<file path="config.mk">
export PLATFORM = sky130hd
export DESIGN_NAME = vga_scan_palette
export DESIGN_NICKNAME = d
export VERILOG_FILES = /design/src/rtl/vga_scan_palette.sv
export SDC_FILE = /design/constraint.sdc
export NUM_CORES = 1
export LEC_CHECK = 0
export BUFFER_PORTS_ARGS = -buffer_cell sky130_fd_sc_hd__buf_2
export CORE_ASPECT_RATIO = 1.4
export CORE_MARGIN = 4
export CORE_UTILIZATION = 40
export CTS_CLUSTER_DIAMETER = 150
export DETAILED_ROUTE_END_ITERATION = 16
export HOLD_SLACK_MARGIN = 0.02
export PLACE_DENSITY = 0.71
export RECOVER_POWER = 100
export SYNTH_ARGS = -nofsm -noshare
export SYNTH_HDL_FRONTEND = slang
export SYNTH_SLANG_ARGS = --single-unit
</file>
<file path="constraint.sdc">
create_clock -name Clk -period 1.85 [get_ports Clk]
set_input_delay 0.37 -clock Clk [delete_from_list [all_inputs] [get_ports Clk]]
set_output_delay 0.37 -clock Clk [all_outputs]
set_load 0.02 [all_outputs]
</file>
<file path="src/rtl/vga_scan_palette.sv">
// 640x480 raster generator with a two-tick colour pipeline: scan position out to the
// sprite renderers, their colorcode back through the game palette to VGA RGB and syncs.
module vga_scan_palette #(
  parameter int CLK_DIV = 2,
  parameter int H_VIS   = 640,
  parameter int H_FP    = 16,
  parameter int H_SYNC  = 96,
  parameter int H_BP    = 48,
  parameter int V_VIS   = 480,
  parameter int V_FP    = 10,
  parameter int V_SYNC  = 2,
  parameter int V_BP    = 33
) (
  input  logic       Clk,
  input  logic       Reset,
  input  logic [5:0] colorcode,
  output logic [9:0] DrawX,
  output logic [9:0] DrawY,
  output logic       pixel_tick,
  output logic       frame_start,
  output logic       VGA_HS,
  output logic       VGA_VS,
  output logic       VGA_BLANK_N,
  output logic [7:0] VGA_R,
  output logic [7:0] VGA_G,
  output logic [7:0] VGA_B
);

  localparam int H_TOT = H_VIS + H_FP + H_SYNC + H_BP;
  localparam int V_TOT = V_VIS + V_FP + V_SYNC + V_BP;
  localparam int DIV_W = (CLK_DIV > 1) ? $clog2(CLK_DIV) : 1;

  localparam logic [DIV_W-1:0] DIV_LAST = DIV_W'(CLK_DIV - 1);
  localparam logic [9:0] X_LAST   = 10'(H_TOT - 1);
  localparam logic [9:0] Y_LAST   = 10'(V_TOT - 1);
  localparam logic [9:0] X_VIS    = 10'(H_VIS);
  localparam logic [9:0] Y_VIS    = 10'(V_VIS);
  localparam logic [9:0] HS_START = 10'(H_VIS + H_FP);
  localparam logic [9:0] HS_END   = 10'(H_VIS + H_FP + H_SYNC);
  localparam logic [9:0] VS_START = 10'(V_VIS + V_FP);
  localparam logic [9:0] VS_END   = 10'(V_VIS + V_FP + V_SYNC);

  function automatic logic [23:0] palette(input logic [5:0] code);
    case (code)
      6'd0:    palette = 24'hFFFFFF;
      6'd1:    palette = 24'h000000;
      6'd2:    palette = 24'h27B212;
      6'd3:    palette = 24'hD80222;
      6'd4:    palette = 24'h5DB1F0;
      6'd5:    palette = 24'hF1FF0A;
      6'd6:    palette = 24'hB2B2B0;
      6'd7:    palette = 24'hF27A00;
      6'd8:    palette = 24'h663300;
      default: palette = 24'h000000;
    endcase
  endfunction

  logic [DIV_W-1:0] div;
  logic             hs_raw;
  logic             vs_raw;
  logic             vis_raw;
  logic [5:0]       s1_code;
  logic             s1_hs;
  logic             s1_vs;
  logic             s1_vis;

  always_ff @(posedge Clk or posedge Reset) begin
    if (Reset)
      div <= '0;
    else if (div == DIV_LAST)
      div <= '0;
    else
      div <= div + 1'b1;
  end

  // Gated by Reset so a divide-by-one build still shows no tick while held in reset.
  assign pixel_tick  = (div == DIV_LAST) && !Reset;
  assign frame_start = pixel_tick && (DrawX == 10'd0) && (DrawY == 10'd0);

  always_ff @(posedge Clk or posedge Reset) begin
    if (Reset) begin
      DrawX <= '0;
      DrawY <= '0;
    end else if (pixel_tick) begin
      if (DrawX == X_LAST) begin
        DrawX <= '0;
        DrawY <= (DrawY == Y_LAST) ? 10'd0 : DrawY + 10'd1;
      end else begin
        DrawX <= DrawX + 10'd1;
      end
    end
  end

  always_comb begin
    hs_raw  = !((DrawX >= HS_START) && (DrawX < HS_END));
    vs_raw  = !((DrawY >= VS_START) && (DrawY < VS_END));
    vis_raw = (DrawX < X_VIS) && (DrawY < Y_VIS);
  end

  // Syncs and blank travel alongside the colour so all VGA outputs share one latency.
  always_ff @(posedge Clk or posedge Reset) begin
    if (Reset) begin
      s1_code     <= '0;
      s1_hs       <= 1'b1;
      s1_vs       <= 1'b1;
      s1_vis      <= 1'b0;
      VGA_HS      <= 1'b1;
      VGA_VS      <= 1'b1;
      VGA_BLANK_N <= 1'b0;
      VGA_R       <= '0;
      VGA_G       <= '0;
      VGA_B       <= '0;
    end else if (pixel_tick) begin
      s1_code     <= colorcode;
      s1_hs       <= hs_raw;
      s1_vs       <= vs_raw;
      s1_vis      <= vis_raw;
      VGA_HS      <= s1_hs;
      VGA_VS      <= s1_vs;
      VGA_BLANK_N <= s1_vis;
      {VGA_R, VGA_G, VGA_B} <= s1_vis ? palette(s1_code) : 24'h000000;
    end
  end

endmodule

</file>
# Word-level counts from Yosys, hierarchy flattened
# Memory sizes are Yosys's and may differ from the RTL's.
# Cells that the tools add are included.
# totals
reg_bits	57
mem_bits_ro	384
output_inout_bits	49
memories	1
# op_classes
add_sub_neg	3
magnitude_cmp	6
eq_ne	2
n_mux	5
reduce_logical	13
# memory_table
memory	words	width	rd	rd_ports_with_merged_regs	wr	line	rtl
(no name shown)	16	24	1	0	0	44	case (code)
# op_table
cell	n
$mux W24	2
$add A10 B1 Y10 const B	2
$eq A10 B10 Y1 const B	2
$logic_not A10 Y1	2
$lt A10 B10 Y1 const B	2
$lt A10 B9 Y1 const B	2
$mux W10	2
$ge A10 B10 Y1 const B	1
$ge A10 B9 Y1 const B	1
$logic_and A1 B1 Y1	6
$logic_not A1 Y1	3
$logic_not A2 Y1	1
$reduce_and A2 Y1	1
$add A1 B1 Y1 const B	1
$mux W1	1

# Logic depth before layout (Yosys ltp)
# depth
ltp_word	4
mapped_depth	8
mapped_depth_nobuf	6

# Worst setup path before layout
# OpenSTA, ideal clock, no wires.
# synth_timing
path_type	register to output
start	register DrawY[0]
end	output frame_start
arrival_ns	1.457
t_required_ns	1.480
setup_slack_ns	0.023
path_stages_with_launch	6
path_buffers	0
path_cell_list	dfrtp_1 -> inv_1 -> ha_1 -> nor4b_1 -> nand4_1 -> nor2_1
# synth_between
elab_chain_len	2
# synth_lines
item	line	rtl
start, declared	18	output logic [9:0] DrawY,
start signal, assigned	87	DrawY <= (DrawY == Y_LAST) ? 10'd0 : DrawY + 10'd1;
$logic_not A10 Y1	78	assign frame_start = pixel_tick && (DrawX == 10'd0) && (DrawY == 10'd0);
$logic_and A1 B1 Y1	78	
end, declared	20	output logic frame_start,
# Every way passes these cells.

# Worst setup path after layout
# Ends and elaborated chain as after synthesis.

==> impl_metrics.env <==
export IMPL_relSlewSlack=0.547
export IMPL_reg2reg_slack_ns=0.04
export IMPL_post_drt_wl_per_cell_um=14.3
export IMPL_setup_tns_ns=-0.0273
export IMPL_critPathCaptureType="primary output"
export IMPL_grt_max_degree=25
export IMPL_die_width_um=76.6
export IMPL_place_inst=403
export IMPL_area_growth_syn_to_layout_pct=17.7
export IMPL_p_sw_frac=0.305
export IMPL_p_leak_nw=1.45
export IMPL_status="finished, violations left"
export IMPL_max_freq_mhz=533
export IMPL_cts_hold_buffers_added=0
export IMPL_synth_cell_type_count=43
export IMPL_drive_above_1_share=0.136
export IMPL_powerDensity_nw_per_um2=789
export IMPL_synth_top_cells_by_count="54 x nand2_1, 49 x dfrtp_1, 27 x o21ai_0"
export IMPL_synth_async_reset_ratio=1.00
export IMPL_hold_path_class="input port to asynchronous set/reset pin"
export IMPL_nFillCells=644
export IMPL_vias_per_cell=5.17
export IMPL_initial_core_util=0.418
export IMPL_setup_slack_ns=-0.0273
export IMPL_worst_slew_pin_slew_ns=0.679
export IMPL_layout_nets=364
export IMPL_drt_first_iter_violations=80
export IMPL_ant_nets=0
export IMPL_finalClockSkew_ns=0.00903
export IMPL_rows=34
export IMPL_cts_root_buf="clkbuf_8"
export IMPL_synth_nets=291
export IMPL_boundaryPins=57
export IMPL_grt_pass1_vias=2169
export IMPL_grt_overflow_total=0
export IMPL_p_seq_frac=0.528
export IMPL_worstPathMaxFanout=2
export IMPL_worstPathArrival_ns=1.51
export IMPL_combPwrFrac=0.193
export IMPL_place_hpwl_mm=4.62
export IMPL_setup_viol=1
export IMPL_die_area_um2=7960
export IMPL_worst_path_buf_inv=2
export IMPL_ys_seq_area_frac=0.506
export IMPL_n_antenna_cell=0
export IMPL_drv_cap=0
export IMPL_synth_top_cell_by_area="dfrtp_1"
export IMPL_cts_tree="yes"
export IMPL_path_delay_family="simple AND/OR/NAND/NOR gates"
export IMPL_rsz0062_at_grt="true"
export IMPL_core_area_um2=6300
export IMPL_cts_sinks=53
export IMPL_wl_mm=5.98
export IMPL_finalCritPeriodShare=1.01
export IMPL_yosysWarnings=0
export IMPL_antenna_found_initial=0
export IMPL_dr_pass1_iters=4
export IMPL_drc=0
export IMPL_clockBufferDepth=2
export IMPL_htreeDepth=2
export IMPL_pre_cts_ws_ns=0.0548
export IMPL_violations="setup timing"
export IMPL_switching_power_uw=744
export IMPL_slew_violations=0
export IMPL_clk_pin_slew_ns=0.10
export IMPL_cpMaxStageDelayCell="dfrtp_1"
export IMPL_clk_latency_ns=0.30
export IMPL_via_count=2163
export IMPL_synthFlopType="dfrtp_1"
export IMPL_synth_seq_cells=53
export IMPL_io_buffers=56
export IMPL_synth_top_area_share=0.466
export IMPL_p_int_mw=1.70
export IMPL_required_ns=1.48
export IMPL_crit_chain="inv_2 -> ha_4 -> nor4b_4 -> nand4_1 -> nor2_1 -> buf_4"
export IMPL_crit_type="register to primary output"
export IMPL_finalHoldViolCount=0
export IMPL_synth_area_top_cells="dfrtp_1 47%, nand2_1 7.7%, ha_1 5.2%, o21ai_0 5.1%, dfstp_2 4.0%"
export IMPL_p_clk_frac=0.278
export IMPL_cts_inserted_buffers=5
export IMPL_cpPeakStageDelay_ns=0.41
export IMPL_postSynthCellCount=272
export IMPL_fp_dieH_um=104
export IMPL_stdcell_count=418
export IMPL_syn_avg_cell_area_um2=9.68
export IMPL_min_period_ns=1.88
export IMPL_vdd_drop_max_v=0.000551
export IMPL_startpoint_type="register"
export IMPL_yosysMostFrequentCell="nand2_1"
export IMPL_synth_cell_area_um2=2630
export IMPL_grt_util_all_layers=0.160
export IMPL_synth_edf_count=0
export IMPL_gp_congestion=0.799
export IMPL_grt_first_pass_wirelength_mm=10.5
-- worst reg2reg max path: stages, from the launching register on --
cell,delay (ns)
dfrtp_1,0.37
clkbuf_1,0.18
ha_1,0.20
and4_1,0.23
and4_2,0.37
clkbuf_1,0.23
a31oi_1,0.11
-- registers in the layout (all words and copies together), names as in the netlist --
signal       flops
s1_vis           1
s1_hs            1
VGA_G            6
s1_code          6
DrawX           10
VGA_VS           1
s1_vs            1
VGA_R            8
VGA_B            6
VGA_HS           1
DrawY           10
div              1
VGA_BLANK_N      1
-- per-layer routing --
metal / vias to the layer above / part of all wire / GRT usage
met5: - / 0 / 0
met2: 48 / 0.54 / 0.293
met3: 7 / 0.038 / 0.0269
met4: 0 / 0.013 / 0.0440
li1: 1074 / - / -
met1: 1034 / 0.40 / 0.192
-- layout by cell type (no fill, tap or decap), types with 3 or more instances in the layout --
| master | instances |
|---|---|
| nor3_1 | 6 |
| nor2_1 | 13 |
| ha_1 | 10 |
| and3_1 | 6 |
| buf_4 | 19 |
| o21ai_0 | 27 |
| clkbuf_8 | 6 |
| dfrtp_1 | 49 |
| inv_1 | 10 |
| xnor2_1 | 4 |
| dfstp_2 | 4 |
| nand4_1 | 6 |
| a21oi_1 | 11 |
| inv_2 | 3 |
| buf_2 | 7 |
| nand3_1 | 12 |
| a22o_1 | 4 |
| nand2b_1 | 3 |
| clkbuf_1 | 57 |
| nand2_1 | 54 |
| xor2_1 | 7 |
-- path summary, 6_finish.rpt --
path,start,cells past startpoint,to
min in group Clk,colorcode[3],3,s1_code[3]
max,DrawY[0],6,frame_start
min reg2reg,s1_vs,2,VGA_VS
max reg2reg,DrawX[0],6,DrawY[9]
min,Reset,2,DrawY[6]
max in group asynchronous,Reset,3,s1_code[1]
-- metrics by stage --
step / util / hold WS (ns) / total power [mW] / cell area [um2]
floorplan: - / 0.423 / 1.63 / 2630
global placement: 0.479 / 0.385 / 1.79 / 3020
detailed placement: 0.479 / 0.397 / 1.81 / 3020
CTS: 0.507 / 0.0568 / 2.52 / 3190
global route: 0.492 / 0.241 / 2.60 / 3100
finish: 0.492 / 0.169 / 2.44 / 3100
-- cell type report --
type | instances | area (um2) | area share
clock buffers | 7 | 86.3 | 0.0279
clock inverters | 1 | 7.51 | 0.00242
inverters | 13 | 48.8 | 0.0158
multi-input cells | 189 | 1140 | 0.368
flip-flops and latches | 53 | 1330 | 0.430
well taps | 72 | 90.1 | 0.0291
repair buffers | 83 | 393 | 0.127
-- timing repair --
action                     CTS  global route
pin swaps                    3             0
setup endpoints to repair    1             5
gates resized for setup     10             2
buffers inserted             5             2
-- power by group through the flow --
stage | sequential, mW | clock (mW) | combinational (mW)
after floorplan | 1.39 | 0 | 0.246
after global placement | 1.32 | 0 | 0.476
after detailed placement | 1.32 | 0 | 0.485
after CTS | 1.29 | 0.710 | 0.516
after global routing | 1.31 | 0.762 | 0.534
final | 1.29 | 0.680 | 0.472
-- cell families after synthesis --
group,share of synthesized area
simple gates,0.211
compound gates,0.125
flops,0.506
buf+inv,0.0699
xor+xnor,0.0366
fa+ha+maj,0.0523
No activity file was read; power rests on OpenSTA's default activity.
